--- src/rtl/gen_gamma_pkg.sv ---
// Shared types and defaults for the gamma encoder.
//   gg_state_t  : encoder control state (IDLE, KEYED, RUN)
//   GG_SIZE_DEF : default plaintext / gamma width
package gen_gamma_pkg;

  localparam int unsigned GG_SIZE_DEF = 8;

  typedef enum logic [1:0] {
    IDLE  = 2'd0,
    KEYED = 2'd1,
    RUN   = 2'd2
  } gg_state_t;

endpackage

--- src/rtl/gen_gamma_core.sv ---
// Key and gamma registers with the gamma-step adder.
//   clk, rst_n : clock, asynchronous active-low reset
//   load       : latch nk into both key and gamma (takes priority over step)
//   step       : advance gamma by the key, mod 2^SIZE
//   nk         : key input, sampled only on load
//   gamma      : current gamma value
module gen_gamma_core
  import gen_gamma_pkg::*;
#(
  parameter int unsigned SIZE = GG_SIZE_DEF
) (
  input  logic            clk,
  input  logic            rst_n,
  input  logic            load,
  input  logic            step,
  input  logic [SIZE-1:0] nk,
  output logic [SIZE-1:0] gamma
);

  logic [SIZE-1:0] key_q;
  logic [SIZE-1:0] gamma_q;

  always_ff @(posedge clk or negedge rst_n) begin
    if (!rst_n) begin
      key_q   <= '0;
      gamma_q <= '0;
    end else if (load) begin
      key_q   <= nk;
      gamma_q <= nk;
    end else if (step) begin
      gamma_q <= gamma_q + key_q;
    end
  end

  assign gamma = gamma_q;

endmodule

--- src/rtl/gen_gamma_encoder.sv ---
// Gamma stream encoder: md = pd + gamma as a SIZE+1 bit sum, gamma advancing
// by the key after every accepted word.
//   clk, rst_n         : clock, asynchronous active-low reset
//   set0, set1         : key load / run enable (set0 has priority)
//   nk                 : key, sampled while set0=1
//   pd, pd_valid       : plaintext input, pd_ready is combinational
//   md, md_valid       : registered ciphertext output, md_ready from downstream
//   wcnt               : words accepted since the last key load
module gen_gamma_encoder
  import gen_gamma_pkg::*;
#(
  parameter int unsigned SIZE = GG_SIZE_DEF
) (
  input  logic            clk,
  input  logic            rst_n,
  input  logic            set0,
  input  logic            set1,
  input  logic [SIZE-1:0] nk,
  input  logic [SIZE-1:0] pd,
  input  logic            pd_valid,
  output logic            pd_ready,
  output logic [SIZE:0]   md,
  output logic            md_valid,
  input  logic            md_ready,
  output logic [SIZE-1:0] wcnt
);

  localparam logic [SIZE-1:0] WCNT_ONE = SIZE'(1);

  gg_state_t       state_q;
  logic [SIZE:0]   md_q;
  logic            md_valid_q;
  logic [SIZE-1:0] wcnt_q;
  logic [SIZE-1:0] gamma;
  logic [SIZE:0]   sum;
  logic            accept;

  // A key load on the same edge as a handshake discards the word.
  assign pd_ready = (state_q == RUN) && (!md_valid_q || md_ready);
  assign accept   = pd_valid && pd_ready && !set0;
  assign sum      = {1'b0, pd} + {1'b0, gamma};

  gen_gamma_core #(
    .SIZE (SIZE)
  ) u_core (
    .clk   (clk),
    .rst_n (rst_n),
    .load  (set0),
    .step  (accept),
    .nk    (nk),
    .gamma (gamma)
  );

  always_ff @(posedge clk or negedge rst_n) begin
    if (!rst_n) begin
      state_q    <= IDLE;
      md_q       <= '0;
      md_valid_q <= 1'b0;
      wcnt_q     <= '0;
    end else if (set0) begin
      state_q    <= KEYED;
      md_valid_q <= 1'b0;
      wcnt_q     <= '0;
    end else begin
      if (accept) begin
        md_q       <= sum;
        md_valid_q <= 1'b1;
        wcnt_q     <= wcnt_q + WCNT_ONE;
      end else if (md_valid_q && md_ready) begin
        md_valid_q <= 1'b0;
      end
      case (state_q)
        KEYED:   if (set1) state_q <= RUN;
        RUN:     if (!set1) state_q <= KEYED;
        default: state_q <= state_q;
      endcase
    end
  end

  assign md       = md_q;
  assign md_valid = md_valid_q;
  assign wcnt     = wcnt_q;

endmodule

--- config.mk ---
export PLATFORM = sky130hd
export DESIGN_NAME = gen_gamma_encoder
export DESIGN_NICKNAME = d
export VERILOG_FILES = /design/src/rtl/gen_gamma_pkg.sv /design/src/rtl/gen_gamma_core.sv /design/src/rtl/gen_gamma_encoder.sv
export SDC_FILE = /design/constraint.sdc
export NUM_CORES = 1
export LEC_CHECK = 0
export ABC_AREA = 1
export BUFFER_PORTS_ARGS = -buffer_cell sky130_fd_sc_hd__buf_2
export CORE_AREA = 2 2 71 73
export DETAILED_ROUTE_END_ITERATION = 8
export DIE_AREA = 0 0 73 75
export PLACE_DENSITY = 0.74
export SLEW_MARGIN = 20
export SYNTH_ARGS = -nofsm -noshare
export SYNTH_HDL_FRONTEND = slang
export SYNTH_SLANG_ARGS = --single-unit
export TNS_END_PERCENT = 20
--- constraint.sdc ---
create_clock -name clk -period 1.5 [get_ports clk]
set_input_delay 0.3 -clock clk [delete_from_list [all_inputs] [get_ports clk]]
set_output_delay 0.3 -clock clk [all_outputs]
set_load 0.01 [all_outputs]
==> flow_summary_export.csv, run 1 <==
group,metric,value,unit
status,status,"complete, but fails checks",
status,violations,"setup timing",
cts,htreeDepth,2,
synth,synthArstFlopShare,100,%
routing,drt_iter0_drc,106,
cts,cts_buffer_depth,2,
global_route,grt_max_degree,20,
cts,cts_made_buffers,5,
global_route,first_global_vias,1873,
global_route,grt_util_met3,3.48,%
layout,fin_nets,397,
global_route,grtUsageTotal,19.8,%
floorplan,core_area,4660,um2
placement,place_area,2580,um2
cts,cts-root-buf,"clkbuf_8",
worst_setup_path,critPathRequiredTime,1680,ps
floorplan,start_util,48.9,%
layout,stdcell_area,2840,um2
global_route,antenna_found_initial,0,
synth,ys_ff_latch,36,
synth,synth_area,2280,um2
synth,ys_warn_count,0,
cts,clk_latency,280,ps
synth,synthTopCellsByArea,"dfrtp_1 40%, nand2_1 20%, ha_1 8.8%",
global_route,busiest_layer,"met2",
global_route,met2_usage,33.2,%
layout,antenna_cells,0,
power,ir_worst_vdd,0.592,mV
worst_setup_path,critPathMaxStageDelay,390,ps
floorplan,die_y,75,um
worst_setup_path,critPathKind,"flop to flop",
routing,drtAntennaViolNets,0,
worst_setup_path,crit_fanout,3,
cts,postCtsSetupBuffers,0,
synth,ys.flop_type,"dfrtp_1",
sta,setup_tns,-44.2,ps
worst_setup_path,critPathSlowestCell,"dfrtp_1",
worst_setup_path,path_cells,"ha_2 > inv_2 > fa_2 > inv_2 > a21oi_2 > nor2_1 > nor2_1 > nand2_1 > nand2_1",
routing,dr.pass1.iters,5,
synth,syn_nets,347,
sta,slew_headroom,71.4,%
routing,drc_errors,0,
cts,cts_tree,"built",
worst_setup_path,crit_path_start_kind,"flop",
floorplan,core.rowCount,25,
layout,fin_cells,412,
worst_setup_path,endpoint_kind,"flop",
floorplan,dieArea,5480,um2
synth,yosysUniqueCellTypes,29,
cts,cts.sinks,36,
job,maxCapViolCount,0,
floorplan,die_x,73,um
power,p_leak,1.58,nW
floorplan,ios,41,
placement,place.gp.congestion,0.858,
layout,final_common_cell,"nand2_1",
placement,portBuffers,40,
power,power_density,1110,nW/um2
global_route,use_met1,26.1,%
sta,fin_crit_sh,103,%
layout,layout-drive-gt1-share,24.6,%
sta,fin_crit,1540,ps
sta,rsz0062_at_grt,"true",
sta,hold_viol,0,
cts,path_clk_slew,80,ps
sta,worst_slack,-43.5,ps
sta,tightest_slew,429,ps
layout,final_util,61.0,%
synth,yosysSeqAreaShare,39.5,%
routing,viasPerCell,5.07,
sta,fmax,648,MHz
layout,final_cell_mix,"118 x nand2_1, 41 x inv_1, 40 x buf_2",
routing,via_count,2087,
worst_setup_path,crit_arrival,1720,ps
synth,synth_cells,307,
placement,dp_cells,403,
worst_hold_path,min_path_type,"primary input to flop",
layout,num-fill-cells,427,
synth,synth-edff-count,0,
power,total_power,0.00315,W
routing,wl_per_cell,13.2,um
synth,synth_area_leader_cell,"dfrtp_1",
sta,setup_viol,2,
routing,wl,5450,um
placement,dp_hpwl,3700,um
sta,maxSlewViolCount,0,
sta,fin_worst_skew,8.22,ps
synth,synth_top_area_share,39.5,%
global_route,grt_overflow_total,0,
global_route,grt_pass1_wl,8400,um
layout,syn2layout_area_growth,24.8,%
synth,synth_area_per_cell,7.42,um2
## final cells by class
| type | instances | area (um2) | area share (%) |
|---|---|---|---|
| clock buffer | 7 | 96.3 | 3.39 |
| timing repair buffer | 47 | 268 | 9.42 |
| inverter | 45 | 169 | 5.94 |
| tap | 54 | 67.6 | 2.38 |
| clock inverter | 1 | 30.0 | 1.06 |
| multi-input combinational | 222 | 1310 | 46.0 |
| sequential | 36 | 906 | 31.9 |
## logic make-up after synthesis
kind of cell    after synthesis  synth area share, %
flops                        36                 39.5
compound gates               25                 6.64
fa+ha+maj                    18                 10.5
xor+xnor                      8                 3.07
simple gates                171                 31.6
buf+inv                      49                 8.57
## report_power, final
group          switching, W  internal, W  leakage, nW  total, W
combinational      0.000546     0.000441         1.06  0.000987
sequential         0.000109      0.00112        0.454   0.00123
clock              0.000353     0.000587       0.0645  0.000940
## final timing paths
| kind | from | cells past startpoint | endpoint | slack [ps] |
|---|---|---|---|---|
| worst max-delay path | u_core.gamma[0] | 9 | u_core.gamma[4] | -40 |
| worst min-delay path | nk[5] | 3 | u_core.key_q[5] | 240 |
| worst max register to register | u_core.gamma[0] | 9 | u_core.gamma[4] | -40 |
| worst min register to register | md[1] | 2 | md[1] | 470 |
| max in group asynchronous | rst_n | 3 | u_core.gamma[2] | 560 |
| min in group asynchronous | rst_n | 2 | md[3] | 480 |
## worst max-delay path, delay by kind of cell (launching register included)
| family | cells | cell delay, ps |
|---|---|---|
| DFF | 1 | 390 |
| buffers and inverters | 2 | 140 |
| adders and majority gates | 2 | 580 |
| AOI/OAI and AO/OA | 1 | 60 |
| and+or+nand+nor | 4 | 280 |
## metrics by stage
stage	worst slack (ps)	hold WS [ps]
6_report	-43.5	235
5_1_grt	-87.0	240
4_1_cts	-7.87	232
3_5_place_dp	-74.2	266
3_3_place_gp	-30.2	262
2_1_floorplan	49.5	4.41
## sequential cells by signal, indices dropped and copies added, names as in the netlist
signal	flops
md	9
u_core.gamma	8
u_core.key_q	8
wcnt	8
state_q	2
md_valid	1
## cell usage after synthesis, types with 2 or more instances
| cell type | number |
|---|---|
| a21oi_1 | 9 |
| nor3_1 | 2 |
| o22ai_2 | 2 |
| xnor2_1 | 4 |
| nand3b_1 | 2 |
| ha_1 | 16 |
| nor2_1 | 10 |
| fa_1 | 2 |
| inv_1 | 43 |
| inv_2 | 2 |
| o21a_1 | 2 |
| nand3_1 | 27 |
| dfrtp_1 | 36 |
| nand2_1 | 120 |
| nand4_1 | 5 |
| o21ai_0 | 9 |
| xor2_1 | 4 |
## routing by layer
| metal | up-vias | wire length, um |
|---|---|---|
| met3 | 11 | 216 |
| met5 | - | 0 |
| li1 | 1068 | - |
| met1 | 962 | 2490 |
| met2 | 46 | 2650 |
| met4 | 0 | 105 |
## repair_timing
action / CTS / global route
setup endpoints to repair: 7 / 18
hold buffers: 1 / 0
resized for setup: 5 / 26
endpoints found under the hold margin: 17 / 0
pin swaps: 0 / 6
(Power assumes the default switching activity.)
==> run 2: changes to the inputs <==
--- a/config.mk
+++ b/config.mk
@@ -8,11 +8,13 @@
 export ABC_AREA = 1
 export BUFFER_PORTS_ARGS = -buffer_cell sky130_fd_sc_hd__buf_2
 export CORE_AREA = 2 2 71 73
+export CTS_CLUSTER_SIZE = 10
 export DETAILED_ROUTE_END_ITERATION = 8
 export DIE_AREA = 0 0 73 75
-export PLACE_DENSITY = 0.74
+export PLACE_DENSITY = 0.73
 export SLEW_MARGIN = 20
 export SYNTH_ARGS = -nofsm -noshare
 export SYNTH_HDL_FRONTEND = slang
+export SYNTH_HIERARCHICAL = 1
 export SYNTH_SLANG_ARGS = --single-unit
 export TNS_END_PERCENT = 20
==> run 2 against run 1 <==
  * The flow still finishes with violations (setup timing)
  * Register-to-register slack got worse by 20 ps
  * Synthesized area is 0.99% lower
  * Combinational power shrank 13%
  * Clock skew decreased by 0.80 ps
  * Sequential power about the same
  * Total power decreased by 11%
  * Sequential share of layout area up 1.1 points
  * Clock power decreased by 24%
  * Worst hold slack worse by 7.9 ps
  * Die area unchanged
  * Count of clock-buffer cells in the layout rose by 1
  * Critical endpoint is now u_core/gamma[6]
  * Largest cell class unchanged
==> flow_summary_export.csv, run 2 <==
group,metric,value,unit
layout,multiInputGateArea,1240,um2
cts,cts-root-buf,"clkbuf_8",
routing,drc_errors,0,
layout,final_cell_mix,"107 x nand2_1, 40 x buf_2, 36 x dfrtp_1",
power,ir_worst_vdd,0.520,mV
global_route,grt_overflow_total,0,
cts,htreeDepth,2,
worst_setup_path,worst-path-buf-inv,2,
layout,largest_register_ffs,9,
placement,dp_hpwl,3490,um
global_route,grtUsageTotal,18.6,%
sta,fin_crit,1570,ps
power,power_density,1030,nW/um2
sta,maxSlewViolCount,0,
synth,synth_top_area_share,39.9,%
synth,yosysUniqueCellTypes,34,
floorplan,start_util,48.4,%
sta,setup_tns,-102,ps
synth,synth_area_leader_cell,"dfrtp_1",
synth,ys.flop_type,"dfrtp_1",
cts,clk_latency,290,ps
worst_setup_path,crit_path_frequent_cell,"nand2_1",
layout,antenna_cells,0,
sta,fin_worst_skew,7.42,ps
worst_hold_path,min_path_type,"primary input to flop",
sta,fmax,638,MHz
cts,path_clk_slew,70,ps
cts,cts.sinks,36,
floorplan,die_x,73,um
synth,ys_warn_count,6,
worst_setup_path,critPathMaxStageDelay,380,ps
placement,portBuffers,40,
synth,synth-edff-count,0,
floorplan,ios,41,
worst_setup_path,path_cells,"ha_2 > inv_2 > fa_2 > inv_2 > nand2_2 > nand2_2 > nand3b_1 > nand2_1 > nand2_1 > nand3_2 > nand2_1",
power,p_leak,1.50,nW
routing,viasPerCell,4.94,
global_route,antenna_found_initial,0,
routing,drtAntennaViolNets,0,
synth,synthTopCellsByArea,"dfrtp_1 40%, nand2_1 18%, ha_1 8.9%",
status,violations,"setup timing",
floorplan,core_area,4660,um2
sta,tightest_slew,417,ps
cts,cts_made_buffers,5,
sta,hold_viol,0,
layout,num-fill-cells,414,
sta,rsz0062_at_grt,"true",
layout,seq_area,901,um2
worst_setup_path,critPathKind,"flop to flop",
global_route,first_global_vias,1841,
sta,setup_viol,5,
sta,fin_crit_sh,104,%
cts,cts_buffer_depth,2,
layout,final_common_cell,"nand2_1",
cts,cts_tree,"built",
floorplan,die_y,75,um
worst_setup_path,crit_path_start_kind,"flop",
floorplan,dieArea,5480,um2
placement,dp_cells,392,
worst_setup_path,crit_family,"adder cells",
routing,wl,4580,um
layout,layout-drive-gt1-share,24.7,%
sta,slew_headroom,72.2,%
synth,yosysMostFrequentCell,"nand2_1",
routing,drt_iter0_drc,68,
global_route,grt_max_degree,21,
routing,via_count,1986,
worst_setup_path,critPathRequiredTime,1670,ps
routing,dr.pass1.iters,4,
floorplan,core.rowCount,25,
routing,wl_per_cell,11.4,um
status,status,"complete, but fails checks",
job,maxCapViolCount,0,
worst_setup_path,endpoint_kind,"flop",
synth,synth_area,2260,um2
layout,fin_cells,402,
layout,fin_nets,387,
placement,place.gp.congestion,0.874,
sta,worst_slack,-66.8,ps
synth,synth_cells,293,
global_route,grt_pass1_wl,7870,um
synth,synth_area_per_cell,7.70,um2
synth,synthArstFlopShare,100,%
worst_setup_path,crit_arrival,1740,ps
worst_setup_path,crit_fanout,3,
synth,synthTopCellsByCount,"109 x nand2_1, 36 x dfrtp_1, 31 x inv_1, 20 x nand3_1, 16 x ha_1",
synth,yosysSeqAreaShare,39.9,%
worst_setup_path,critPathSlowestCell,"dfrtp_1",
synth,syn_nets,333,
layout,syn2layout_area_growth,21.2,%
synth,ys_ff_latch,36,
run 2: per-layer routing:
| metal | track usage [%] | vias up | routed length [um] |
|---|---|---|---|
| li1 | - | 1049 | - |
| met1 | 23.2 | 904 | 2090 |
| met2 | 32.3 | 27 | 2280 |
| met3 | 3.75 | 6 | 141 |
| met4 | 6.17 | 0 | 58 |
| met5 | 0 | - | 0 |
run 2: final timing paths:
check / slack, ps / endpoint / from / cells after the start
setup / recovery: -70 / u_core/gamma[6] / u_core/gamma[0] / 11
hold / removal: 230 / u_core/key_q[6] / nk[6] / 3
min in group asynchronous: 470 / md[3] / rst_n / 2
max in group asynchronous: 580 / u_core/gamma[6] / rst_n / 3
hold reg to reg: 470 / md[7] / md[7] / 2
setup reg to reg: -70 / u_core/gamma[6] / u_core/gamma[0] / 11
run 2: metrics by stage:
step | total power (W) | cell area, um2 | hold WS (ps) | util (%) | setup slack, ps
6_report | 0.00281 | 2730 | 227 | 58.7 | -66.8
5_1_grt | 0.00303 | 2730 | 239 | 58.7 | -191
4_1_cts | 0.00281 | 2700 | 219 | 57.8 | -55.2
3_5_place_dp | 0.00208 | 2570 | 257 | 55.2 | -69.4
3_3_place_gp | 0.00206 | 2570 | 261 | 55.2 | -64.6
2_1_floorplan | 0.00178 | 2260 | 4.41 | - | 15.9
run 2: worst min-delay path, delay by kind of cell:
family / cells / cell delay [ps]
AND/OR/NAND/NOR: 2 / 110
buffers and inverters: 1 / 70
run 2: area by class of cell:
type                       count  area share [%]
multi-input combinational    218            45.4
sequential                    36            33.0
timing repair buffer          50            10.6
inverter                      36            5.22
clock buffer                   8            3.30
tap                           54            2.47
run 2: cell families after synthesis:
| group | after synthesis | synth area share (%) |
|---|---|---|
| simple gates | 165 | 31.8 |
| compound gates | 29 | 7.93 |
| buf+inv | 39 | 7.38 |
| flops | 36 | 39.9 |
| fa+ha+maj | 18 | 10.6 |
| xor+xnor | 6 | 2.33 |
run 2: what timing repair did:
item	CTS	global route
endpoints found under the setup margin	5	12
hold endpoints to repair	16	0
setup buffers	1	0
hold buffers	1	0
pin swaps	1	1
gates resized for setup	7	5
cloned	0	0
run 2: report_power, final:
part | switching [W] | total, W | internal [W]
sequential | 0.0000997 | 0.00123 | 0.00113
clock | 0.000337 | 0.000712 | 0.000375
combinational | 0.000479 | 0.000862 | 0.000383
==> run 3: changes to the inputs <==
==> constraint.sdc (replaced) <==
create_clock -name clk -period 1.5 [get_ports clk]
set_input_delay 0.3 -clock clk [delete_from_list [all_inputs] [get_ports clk]]
set_output_delay 0.3 -clock clk [all_outputs]
set_load 0.05 [all_outputs]
==> run 3 against run 2 <==
  * The run still ends with setup timing left
  * Sequential cell count unchanged
  * Sequential power is essentially flat
  * Clock skew increased by 1.7 ps
  * Via count up 0.60%
  * Cell area grew 1.7%
  * Maximum frequency hardly changed
  * Clock power is 34% higher
  * Wire length is 6.3% higher
  * Core utilization is 1.0 points higher
  * Worst setup slack gained 0.64 ps
  * First-iteration DRC count up 4.4%
  * Total power is 23% higher
  * Critical endpoint is now md[6]
==> flow_summary_export.csv, run 3 (synthesis results as in run 2) <==
group,metric,value,unit
status,status,"complete, but fails checks",
status,violations,"setup timing",
global_route,antenna_found_initial,0,
routing,drt_iter0_drc,71,
placement,pre_cts_ws,-164,ps
power,p_leak,1.51,nW
placement,dp_hpwl,3610,um
worst_setup_path,startpoint,"u_core/gamma[0]",
routing,drc_errors,0,
worst_setup_path,critPathRequiredTime,1680,ps
worst_setup_path,r2r-start,"u_core/gamma[0]",
job,maxCapViolCount,0,
floorplan,ios,41,
worst_hold_path,min_path_type,"primary input to async pin",
routing,dr.pass1.iters,4,
cts,cts_hold_buf,0,
floorplan,start_util,48.4,%
layout,stdcell_area,2780,um2
layout,largest_register_ffs,9,
sta,rsz0062_at_grt,"true",
global_route,grt_overflow_total,0,
layout,antenna_cells,0,
cts,clk_latency,290,ps
cts,cts_tree,"built",
routing,wl_per_cell,12.1,um
routing,drtAntennaViolNets,0,
worst_setup_path,endpoint_kind,"flop",
sta,fin_crit_sh,104,%
sta,maxSlewViolCount,0,
sta,hold_viol,0,
placement,place_area,2560,um2
cts,htreeDepth,2,
layout,layout-drive-gt1-share,28.2,%
cts,cts-root-buf,"clkbuf_8",
layout,syn2layout_area_growth,23.3,%
worst_setup_path,crit_fanout,4,
worst_setup_path,crit_path_start_kind,"flop",
power,total_power,0.00345,W
floorplan,die_y,75,um
cts,path_clk_slew,80,ps
sta,setup_viol,5,
floorplan,die_x,73,um
worst_setup_path,reg2reg_depth,8,
worst_setup_path,critPathMaxStageDelay,410,ps
routing,via_count,1998,
cts,cts.sinks,36,
sta,fin_worst_skew,9.13,ps
global_route,grtUsageTotal,18.8,%
worst_setup_path,critPathKind,"flop to flop",
layout,num-fill-cells,448,
global_route,grt_pass1_wl,7920,um
global_route,first_global_vias,1793,
layout,final_util,59.7,%
placement,dp_cells,391,
power,power_density,1240,nW/um2
cts,cts_buffer_depth,2,
floorplan,core_area,4660,um2
layout,final_cell_mix,"105 x nand2_1, 39 x buf_2, 33 x dfrtp_1",
worst_setup_path,critPathSlowestCell,"dfrtp_1",
cts,cts_made_buffers,5,
sta,worst_slack,-66.2,ps
worst_setup_path,crit_arrival,1750,ps
layout,fin_nets,386,
routing,viasPerCell,4.98,
sta,fin_crit,1570,ps
layout,fin_cells,401,
layout,final_common_cell,"nand2_1",
floorplan,core.rowCount,25,
sta,slew_headroom,69.1,%
placement,place.gp.congestion,0.854,
floorplan,dieArea,5480,um2
worst_setup_path,rrSetupSlack,-70,ps
sta,tightest_slew,463,ps
worst_setup_path,r2r-end,"md[6]",
worst_setup_path,path_cells,"ha_2 > fa_2 > nand2_2 > nand2_4 > nand3_2 > nand3b_1 > nand3_1 > nand2_1",
global_route,grt_max_degree,37,
placement,portBuffers,40,
routing,wl,4860,um
power,ir_worst_vdd,0.709,mV
sta,fmax,638,MHz
## run 3: cell types whose count changed in the layout (fill, tap and decap cells not counted), moves of 2 or more
cell	change
a21boi_0	-4
a21boi_1	+4
buf_4	+2
clkbuf_1	-2
dfrtp_1	-3
dfrtp_2	+3
ha_2	+2
nand2_1	-2
nor2_2	-2
nor2_4	+2
## run 3: where the power goes
group	total [W]	leakage (nW)	switching, W	internal, W
registers	0.00124	0.456	0.000100	0.00113
clock network	0.000953	0.0645	0.000366	0.000587
logic	0.00126	0.992	0.000865	0.000393
## run 3: through the flow
| stage | hold slack [ps] | TNS, ps |
|---|---|---|
| after detailed placement | 377 | -627 |
| after global placement | 367 | -463 |
| final | 40.9 | -262 |
| after CTS | 66.7 | -206 |
| after floorplan | 4.41 | -3080 |
| after global routing | 87.8 | -1110 |
## run 3: cell type report
cell class | count | area, um2 | share of cell area [%]
clock inverter | 1 | 30.0 | 1.08
tap | 54 | 67.6 | 2.43
timing repair buffer | 49 | 270 | 9.72
clock buffer | 7 | 96.3 | 3.46
multi-input combinational | 218 | 1270 | 45.7
sequential | 36 | 905 | 32.5
inverter | 36 | 143 | 5.13
## run 3: timing repair
action	CTS	global route
endpoints found under the setup margin	8	13
pin swaps	1	9
gates resized for setup	9	16
buffers inserted	0	2
## run 3: how the worst max path moves through the flow
stage / end / depth (start not counted)
after floorplan: u_core/gamma[3] / 10
after detailed placement: md[6] / 9
after global routing: md[6] / 9
final: md[6] / 8
after CTS: u_core/gamma[6] / 11
after global placement: md[6] / 9
## run 3: worst max-delay path, delay by kind of cell, from the launching register on
kind | cells | cell delay (ps)
adder cells (fa/ha/maj) | 2 | 620
flip-flops | 1 | 410
AND/OR/NAND/NOR | 6 | 430
## run 3: per-layer routing
layer	GRT usage (%)	vias up	routed length, um
li1	-	1043	-
met1	24.8	916	2270
met2	31.6	34	2380
met3	4.28	5	171
met4	4.32	0	41
met5	0	-	0
